<file path="src/rtl/logic_input_sequencer.sv">
// Stimulus sequencer that walks the eight {B,C,D} combinations with a valid/ready handshake.
// Optional build macro GRAY_ORDER_EN selects Gray-coded output order instead of binary.
module logic_input_sequencer #(
  parameter int HOLD_CYCLES = 4,
  parameter int LOOP        = 0
) (
  input  logic       clk,
  input  logic       rst_n,
  input  logic       start,
  input  logic       stop,
  input  logic       step_mode,
  input  logic       step,
  input  logic       ready,
  output logic       B,
  output logic       C,
  output logic       D,
  output logic       valid,
  output logic [2:0] index,
  output logic       busy,
  output logic       done,
  output logic [1:0] state_dbg_o
);

  localparam logic [1:0] S_IDLE  = 2'd0;
  localparam logic [1:0] S_DRIVE = 2'd1;
  localparam logic [1:0] S_DONE  = 2'd2;

  localparam logic [7:0] HOLD_LAST = 8'(HOLD_CYCLES - 1);

  // Handshake: a combination is offered while valid=1 and is consumed on any
  // rising edge where the advance condition (hold elapsed or step) meets ready=1;
  // with ready=0 the combination is held unchanged and valid stays high.

  logic [1:0] state_q, state_d;
  logic [2:0] index_q, index_d;
  logic [7:0] hold_q,  hold_d;
  logic [2:0] bcd_q,   bcd_d;
  logic       valid_q, valid_d;
  logic       busy_q,  busy_d;
  logic       done_q,  done_d;

  logic       hold_done;
  logic       advance;

  function automatic logic [2:0] map_combo(input logic [2:0] idx);
`ifdef GRAY_ORDER_EN
    return idx ^ (idx >> 1);
`else
    return idx;
`endif
  endfunction

  assign hold_done = (hold_q == HOLD_LAST);
  assign advance   = ready && (step_mode ? step : hold_done);

  always_comb begin
    state_d = state_q;
    index_d = index_q;
    hold_d  = hold_q;

    case (state_q)
      S_IDLE: begin
        if (start) begin
          state_d = S_DRIVE;
          index_d = 3'd0;
          hold_d  = 8'd0;
        end
      end

      S_DRIVE: begin
        // The counter keeps running in step mode so a mode switch keeps its value.
        if (!hold_done) begin
          hold_d = hold_q + 8'd1;
        end
        if (advance) begin
          hold_d = 8'd0;
          if (index_q != 3'd7) begin
            index_d = index_q + 3'd1;
          end else if (LOOP != 0) begin
            index_d = 3'd0;
          end else begin
            state_d = S_DONE;
            hold_d  = hold_q;
          end
        end
      end

      S_DONE: begin
        if (start) begin
          state_d = S_DRIVE;
          index_d = 3'd0;
          hold_d  = 8'd0;
        end
      end

      default: begin
        state_d = S_IDLE;
        index_d = 3'd0;
        hold_d  = 8'd0;
      end
    endcase

    if (stop) begin
      state_d = S_IDLE;
      index_d = 3'd0;
      hold_d  = 8'd0;
    end
  end

  // Outputs are computed from the next state so every port comes straight from a flop.
  always_comb begin
    valid_d = (state_d == S_DRIVE);
    busy_d  = (state_d == S_DRIVE);
    done_d  = (state_d == S_DONE);
    bcd_d   = 3'd0;
    if (state_d != S_IDLE) begin
      bcd_d = map_combo(index_d);
    end
  end

  always_ff @(posedge clk or negedge rst_n) begin
    if (!rst_n) begin
      state_q <= S_IDLE;
      index_q <= 3'd0;
      hold_q  <= 8'd0;
      bcd_q   <= 3'd0;
      valid_q <= 1'b0;
      busy_q  <= 1'b0;
      done_q  <= 1'b0;
    end else begin
      state_q <= state_d;
      index_q <= index_d;
      hold_q  <= hold_d;
      bcd_q   <= bcd_d;
      valid_q <= valid_d;
      busy_q  <= busy_d;
      done_q  <= done_d;
    end
  end

  assign B           = bcd_q[2];
  assign C           = bcd_q[1];
  assign D           = bcd_q[0];
  assign valid       = valid_q;
  assign index       = index_q;
  assign busy        = busy_q;
  assign done        = done_q;
  assign state_dbg_o = state_q;

endmodule

</file>
<file path="config.mk">
export PLATFORM = sky130hd
export DESIGN_NAME = logic_input_sequencer
export DESIGN_NICKNAME = d
export VERILOG_FILES = /design/src/rtl/logic_input_sequencer.sv
export SDC_FILE = /design/constraint.sdc
export NUM_CORES = 1
export LEC_CHECK = 0
export CAP_MARGIN = 30
export CORE_MARGIN = 3
export CORE_UTILIZATION = 45
export DETAILED_ROUTE_END_ITERATION = 8
export GPL_ROUTABILITY_DRIVEN = 0
export GPL_TIMING_DRIVEN = 0
export PLACE_DENSITY = 0.8
export SLEW_MARGIN = 15
export SYNTH_ARGS = -nofsm -noshare
export SYNTH_HDL_FRONTEND = slang
export SYNTH_SLANG_ARGS = --single-unit
</file>
<file path="constraint.sdc">
create_clock -name clk -period 1.9 [get_ports clk]
set_input_delay 0.38 -clock clk [delete_from_list [all_inputs] [get_ports clk]]
set_output_delay 0.38 -clock clk [all_outputs]
set_load 0.01 [all_outputs]
</file>
; After elaboration in Yosys (flattened, before gate mapping)
; Index checks and enable logic that the tools add are counted.
; Widths: inputs -> output; s select.
[classes]
add_sub_neg = 2
n_eq_ne = 9
muxes = 18
reduce_logical = 5
[op_table]
columns = cell, n
row1 = $mux 8, 5
row2 = $pmux 8 s2, 1
row3 = $mux 3, 5
row4 = $add 8x1->8 const B, 1
row5 = $eq 8x2->1 const B, 1
row6 = $mux 2, 4
row7 = $ne 4x4->1 const B, 2
row8 = $pmux 3 s2, 1
row9 = $eq 2x1->1 const B, 2
row10 = $eq 2x2->1 const B, 2
row11 = $pmux 2 s2, 1
row12 = $add 3x1->3 const B, 1
row13 = $ne 3x1->1 const B, 1
row14 = $ne 3x3->1 const B, 1
row15 = $reduce_and 3->1, 1
row16 = $logic_not 2->1, 1
row17 = $reduce_bool 2->1, 1
row18 = $reduce_or 2->1, 1
row19 = $logic_and 1x1->1, 1
row20 = $mux 1, 1
[totals]
register_bits = 18
wordCells = 40

; Longest topological paths before layout
[depth]
depth_word = 8
depth_mapped = 7

; Least setup slack after synthesis
; No wires, ideal clock.
[synth_timing]
path_type = reg-to-reg
from = register hold_q[0]
to = register hold_q[3]
setup_ps = 90
arrival_ps = 1648
required_ps = 1810
path_slack_ps = 162
stages_incl_launch_ff = 8
path_buffers = 1
path_cell_list = dfrtp_1 ha_1 nor4b_4 a21oi_2 o21ai_1 buf_4 or3_1 o221ai_1
[synth_via]
elab_chain_cells = 6
word_cells_on_any_way = 11
cone_classes = add/sub (1) / eq/ne (3) / mux (5) / reduce/logical (2)
[synth_lines]
columns = element, line
row1 = start: declaration, 36  ; logic [7:0] hold_q, hold_d;
row2 = start signal: assignment, 133  ; hold_q <= hold_d;
row3 = "parallel branches: the longest is 6 deep, another holds $add 8x1->8", -
; Several ways; the timed one is not identified. The select of a mux whose other input is x is not followed.
; A chain may end at the register's enable or synchronous reset.

; Final worst setup path
[layout_timing]
from = register hold_q[1]
to = register hold_q[2]
; Same word-level chain as after synthesis.

==> results.sh <==
export IMPL_drt_wl_total_um=2340
export IMPL_core_um2=2040
export IMPL_final_cells=155
export IMPL_p_clk_share_pct=31.4
export IMPL_pwr_share_comb_pct=17.3
export IMPL_worstSetupEndpointType="flop"
export IMPL_clock_sinks=18
export IMPL_ys_flop_type="dfrtp_1"
export IMPL_fin_tns_setup_ps=-20.1
export IMPL_grt_pass1_wl_um=3640
export IMPL_tightest_slew_ps=790
export IMPL_vias_per_cell=5.77
export IMPL_numPlacedInstances=146
export IMPL_synth_top_area_share_pct=44.7
export IMPL_cp_arrival_ps=2140
export IMPL_slew_headroom_pct=47.2
export IMPL_htree_num_levels=1
export IMPL_boundaryPins=18
export IMPL_ys_async_sr_fraction_pct=100
export IMPL_grt_usage_pct=18.0
export IMPL_worstSetupStartpoint="hold_q[1]"
export IMPL_synth_seq_cells=18
export IMPL_hold_class="in -> async"
export IMPL_power_frac_seq_pct=51.4
export IMPL_clock_skew_ps=5.85
export IMPL_period_share_pct=101
export IMPL_worstSetupStartpointType="flop"
export IMPL_synth_top_cell_by_area="dfrtp_1"
export IMPL_rsz0062_at_grt="yes"
export IMPL_cap_viol_max_count=0
export IMPL_final_area_um2=1370
export IMPL_sw_frac_of_total_pct=27.5
export IMPL_cts_tree="done"
export IMPL_ctsHoldBuffers=0
export IMPL_io_buffers=17
export IMPL_fin_crit_ps=1920
export IMPL_die_h_um=53.3
export IMPL_synth_cell_types=38
export IMPL_die_area_um2=2840
export IMPL_ant_nets=0
export IMPL_drive_above_1_share_pct=25.0
export IMPL_antenna_found_initial=0
export IMPL_switchingPower_mw=0.218
export IMPL_rows=16
export IMPL_area_delta_synth_final_pct=35.7
export IMPL_rr_worst_depth=7
export IMPL_fin_ws_ps=-20.1
export IMPL_setup_viol=1
export IMPL_crit_reg2reg_launch="hold_q[1]"
export IMPL_clock_latency_ps=310
export IMPL_drt_iter0_markers=30
export IMPL_cts_buffers=3
export IMPL_wl_per_cell_um=15.1
export IMPL_synthesis_area_um2=1010
export IMPL_n_antenna_cell=0
export IMPL_total_power_mw=0.792
export IMPL_final_max_slew_violation_count=0
export IMPL_fp_dieW_um=53.3
export IMPL_peakVddDrop_v=0.000437
export IMPL_hold_viol_final=0
export IMPL_failed_checks="setup timing"
export IMPL_ys_warn_count=0
export IMPL_clkSlewWorstSetupHoldPaths_ps=110
export IMPL_grt_overflow_total=0
export IMPL_dp_hpwl_um=1560
export IMPL_drtPass1Iterations=4
export IMPL_vias=895
export IMPL_outcome="complete, but fails checks"
export IMPL_critPathRequiredTime_ps=2120
export IMPL_postSynthAreaPerCell_um2=9.87
export IMPL_netlist_instances=102
export IMPL_final_core_util_pct=66.9
export IMPL_initial_core_util_pct=49.3
export IMPL_fin_hold_ws_ps=521
export IMPL_clock_path_buffers=2
export IMPL_crit_type="reg -> reg"
export IMPL_grt_max_degree=19
export IMPL_max_freq_ghz=0.521
export IMPL_syn_nets=111
export IMPL_netlist_top_cells_count="18 x dfrtp_1, 10 x inv_1, 10 x nand2_1"
export IMPL_synth_area_top_cells="dfrtp_1 45%, inv_1 3.7%, nand2_1 3.7%, or3_1 3.1%, a21oi_1 3.0%"
export IMPL_p_int_mw=0.575
export IMPL_ys_seq_area_share_pct=44.7
export IMPL_path_max_fanout=4
export IMPL_total_leakage_power_nw=0.531
export IMPL_synth_most_common_cell="dfrtp_1"
export IMPL_dp_slack_ps=-156
export IMPL_drcViolationCount=0
export IMPL_placed_area_um2=1210
export IMPL_clockRootBuffer="clkbuf_4"
export IMPL_cellPowerDensity_nw_per_um2=580
export IMPL_grt_pass1_vias=786
export IMPL_nets=138
export IMPL_synth_edf_count=0
-- final cells by class --
cell class | count | area (um2)
Multi-Input combinational cell | 72 | 584
Fill cell | 160 | 676
Clock buffer | 4 | 36.3
Inverter | 10 | 37.5
Buffer | 2 | 15.0
Tap cell | 27 | 33.8
Timing Repair Buffer | 22 | 208
Sequential cell | 18 | 452
-- per-layer routing --
metal / part of all wire [%] / track usage, %
met1: 43 / 25.3
met2: 51 / 26.5
met3: 3.4 / 2.54
met4: 2.5 / 8.94
met5: 0 / 0
-- cell families after synthesis --
kind of cell | share of synthesized area (%)
xor gates and xnor gates | 0.870
DFF | 44.7
adders and majority gates | 2.48
buffers and inverters | 5.22
and+or+nand+nor | 24.1
AOI/OAI and AO/OA | 21.6
muxes | 0.994
-- worst max-delay path: stages (launching register included) --
cell and delay (ps):
dfrtp_1 450, ha_4 200, nor4b_4 140, a21oi_2 230
nor4_4 60, buf_4 150, or3_4 400, o211ai_1 200
-- worst paths after layout --
path	end	slack (ps)
max in group asynchronous	hold_q[0]	840
min in group clk	hold_q[0]	540
worst max-delay path	hold_q[2]	-20
worst min-delay path	hold_q[6]	520
worst max register to register	hold_q[2]	-20
worst min register to register	hold_q[0]	540
-- power groups by stage --
stage          registers, mW  logic [mW]  clock network, mW
2_1_floorplan          0.414      0.0577                  0
3_3_place_gp           0.411       0.112                  0
3_5_place_dp           0.412       0.116                  0
4_1_cts                0.405       0.119              0.242
5_1_grt                0.409       0.149              0.269
6_report               0.407       0.137              0.248
-- repair_timing --
| item | 4_1_cts | 5_1_grt |
|---|---|---|
| resized for setup | 3 | 12 |
| pin swaps | 1 | 5 |
| setup endpoints to repair | 6 | 12 |
| buffers inserted | 0 | 5 |
-- state kept, by name (all words and copies together) (netlist names) --
| signal | flops |
|---|---|
| busy | 1 |
| index | 3 |
| state_dbg_o | 2 |
| hold_q | 8 |
| bcd_q | 3 |
| done | 1 |
-- cell usage in the layout, fill, tap and decap left out, types with 2 or more instances in the layout --
cell type / instances
dfrtp_1: 17
clkdlybuf4s50_1: 17
nand2_1: 10
inv_1: 10
buf_4: 7
a21oi_1: 6
nand3_1: 5
or3_1: 4
o221ai_2: 4
nor2_1: 3
a31oi_1: 3
o21ai_0: 3
clkbuf_4: 3
nand2b_1: 2
nand4_1: 2
nor2b_1: 2
o22ai_2: 2
Power figures use the tool's default switching activity.
==> variant: new RTL, config.mk and constraints unchanged <==
`LOOP`: 0 -> 1.
--- a/src/rtl/logic_input_sequencer.sv
+++ b/src/rtl/logic_input_sequencer.sv
@@ -2,7 +2,7 @@
 // Optional build macro GRAY_ORDER_EN selects Gray-coded output order instead of binary.
 module logic_input_sequencer #(
   parameter int HOLD_CYCLES = 4,
-  parameter int LOOP        = 0
+  parameter int LOOP        = 1
 ) (
   input  logic       clk,
   input  logic       rst_n,
Behaviour: not the same (a bounded check fails within 10 cycles, from zero or initial values and one cycle with rst_n low).
==> variant against the unedited design <==
Sequential cell count unchanged. Routed wire length is 8.9% lower. Power fell by 5.7%. Synthesized cell count decreased by 4.9%. Area after synthesis fell by 2.4%. Setup slack improved by 0.12 ns. Utilization is 3.8 points lower. Combinational power shrank 25%. Design area shrank 6.6%. Critical endpoint is now hold_q[7].
==> variant: results (changes against the unedited design) <==
Synth async-reset ratio 1.00 (unchanged); syn_area_per_cell 10.1 um2 (+2.7%); VDD IR-drop max 0.000280 V (-36%); Top delay family on crit path buffers and inverters; Yosys cell types 39 (+2.6%); register area share after synthesis 0.458 (+0.0108); Num CTS Buffers 3 (unchanged); Initial DRT Pass Iterations 4 (unchanged); DR vias/cell 5.80 (+0.38%); Nets 131 (-5.1%); Post-Synth Adder-Cell Area 0.0382 (+0.0133); post-synthesis mux area share 0.0102 (+0.000240); clock slew seen by the registers of the worst setup and hold paths 0.11 ns (about the same); Synth area leaders dfrtp_1 46%, ha_1 3.8%, a22o_1 3.6%, nand2_1 3.4%, a31oi_1 3.2%; met3 usage 0.0171 (-0.00826); Main synth FF type dfrtp_1; Clk Latency, worst-skew pair 0.30 ns; PortBufs 17 (unchanged); fillers 168 (+5.0%); Post-Place Cells 141 (-3.4%); FF-to-FF setup slack 0.12 ns (+0.14 ns); share of cells above drive strength 1 0.167 (-0.0833); CTS H-tree depth 1 (unchanged); commonest cells in the netlist 18 x dfrtp_1, 9 x nand2_1, 6 x nor2_1; post-DP HPWL 1.50 mm (-3.9%); WP data arrival 1.99 ns (-0.15 ns); first-pass GRT wire length 3.59 mm (-1.5%); Ys Warns 0 (unchanged); final cell count without fillers 147 (-5.2%); met1 usage 0.238 (-0.0151); Synth Area in XOR/XNOR 0 (-0.00870); worst reg2reg path startpoint hold_q[3]; Setup crit end hold_q[7]; gr usage total 0.173 (-0.00724); Place WS -0.301 ns (-0.145 ns); Leakage 0.548 nW (+3.2%); worst hold path type primary input to asynchronous set/reset pin; slowest cell on the critical path or3_2; fmax 557 MHz (+6.9%); grt met2 use 0.277 (+0.0116); Slew HR 0.642 (+0.171); routed wire length 2.13 mm (-8.9%); initial antenna violation count 0 (unchanged); vias in the first global route 817 (+3.9%); Synth Area in Compound Gates 0.246 (+0.0294); syn_nets 107 (-3.6%); Largest register FFs 8 (unchanged); CTS root buf clkbuf_4; Post-CTS Setup Bufs 0 (unchanged); PostCTS Resize Cnt 2 (-1); outcome completed; Max stage delay on crit path 0.46 ns; R2R depth 5 (-2); Crit. Startpoint start; Max FO, Critical Path 6 (+2); clock skew 0.00527 ns (-0.000579 ns); largest net degree at the start of global routing 19 (unchanged); DR iter-0 viols 15 (-50%); Top reg by flops hold_q
-- variant: cell types whose count changed after synthesis, moves of 3 or more --
cell,unedited run,this run
o2bb2ai_1,0,3
a22o_1,0,4
clkbuf_1,0,3
nor2_1,3,6
or3_1,5,1
inv_1,10,5
o221ai_1,3,0
-- variant: where the power goes --
group | switching, mW | total, mW | internal (mW)
Clock | 0.129 | 0.246 | 0.117
Sequential | 0.00761 | 0.398 | 0.390
Combinational | 0.0542 | 0.103 | 0.0490
Total | 0.191 | 0.747 | 0.556
-- variant: metal layers --
layer  vias up  share of wire
li1        410              -
met1       413           0.45
met2        27           0.49
met3         2          0.051
met4         0         0.0080
met5         -              0
-- variant: cell families (layout without fill, tap and decap cells) --
family | count (synthesis) | after routing
fa+ha+maj | 3 | 3
mux | 1 | 1
simple gates | 34 | 34
flops | 18 | 18
buf+inv | 10 | 33
compound gates | 31 | 31
-- variant: per-stage QoR --
stage | setup TNS (ns) | instance area [um2] | utilization | total power, mW
floorplan | 0 | 983 | - | 0.454
global placement | -1.76 | 1190 | 0.587 | 0.497
detailed placement | -2.12 | 1190 | 0.587 | 0.500
CTS | 0 | 1240 | 0.613 | 0.741
global route | 0 | 1280 | 0.631 | 0.776
finish | 0 | 1280 | 0.631 | 0.747
-- variant: how the worst min path moves through the flow --
stage | end | slack (ns)
6_report | hold_q[3] | 0.35
5_1_grt | busy | 0.38
4_1_cts | hold_q[0] | 0.52
3_5_place_dp | hold_q[0] | 0.50
3_3_place_gp | hold_q[0] | 0.48
2_1_floorplan | bcd_q[0] | 0.08
-- variant: cell type report --
class                           count  share of cell area
Multi-Input combinational cell     69               0.400
Timing Repair Buffer               19               0.153
Buffer                              5              0.0235
Clock buffer                        4              0.0284
Inverter                            5              0.0147
Sequential cell                    18               0.354
Tap cell                           27              0.0265
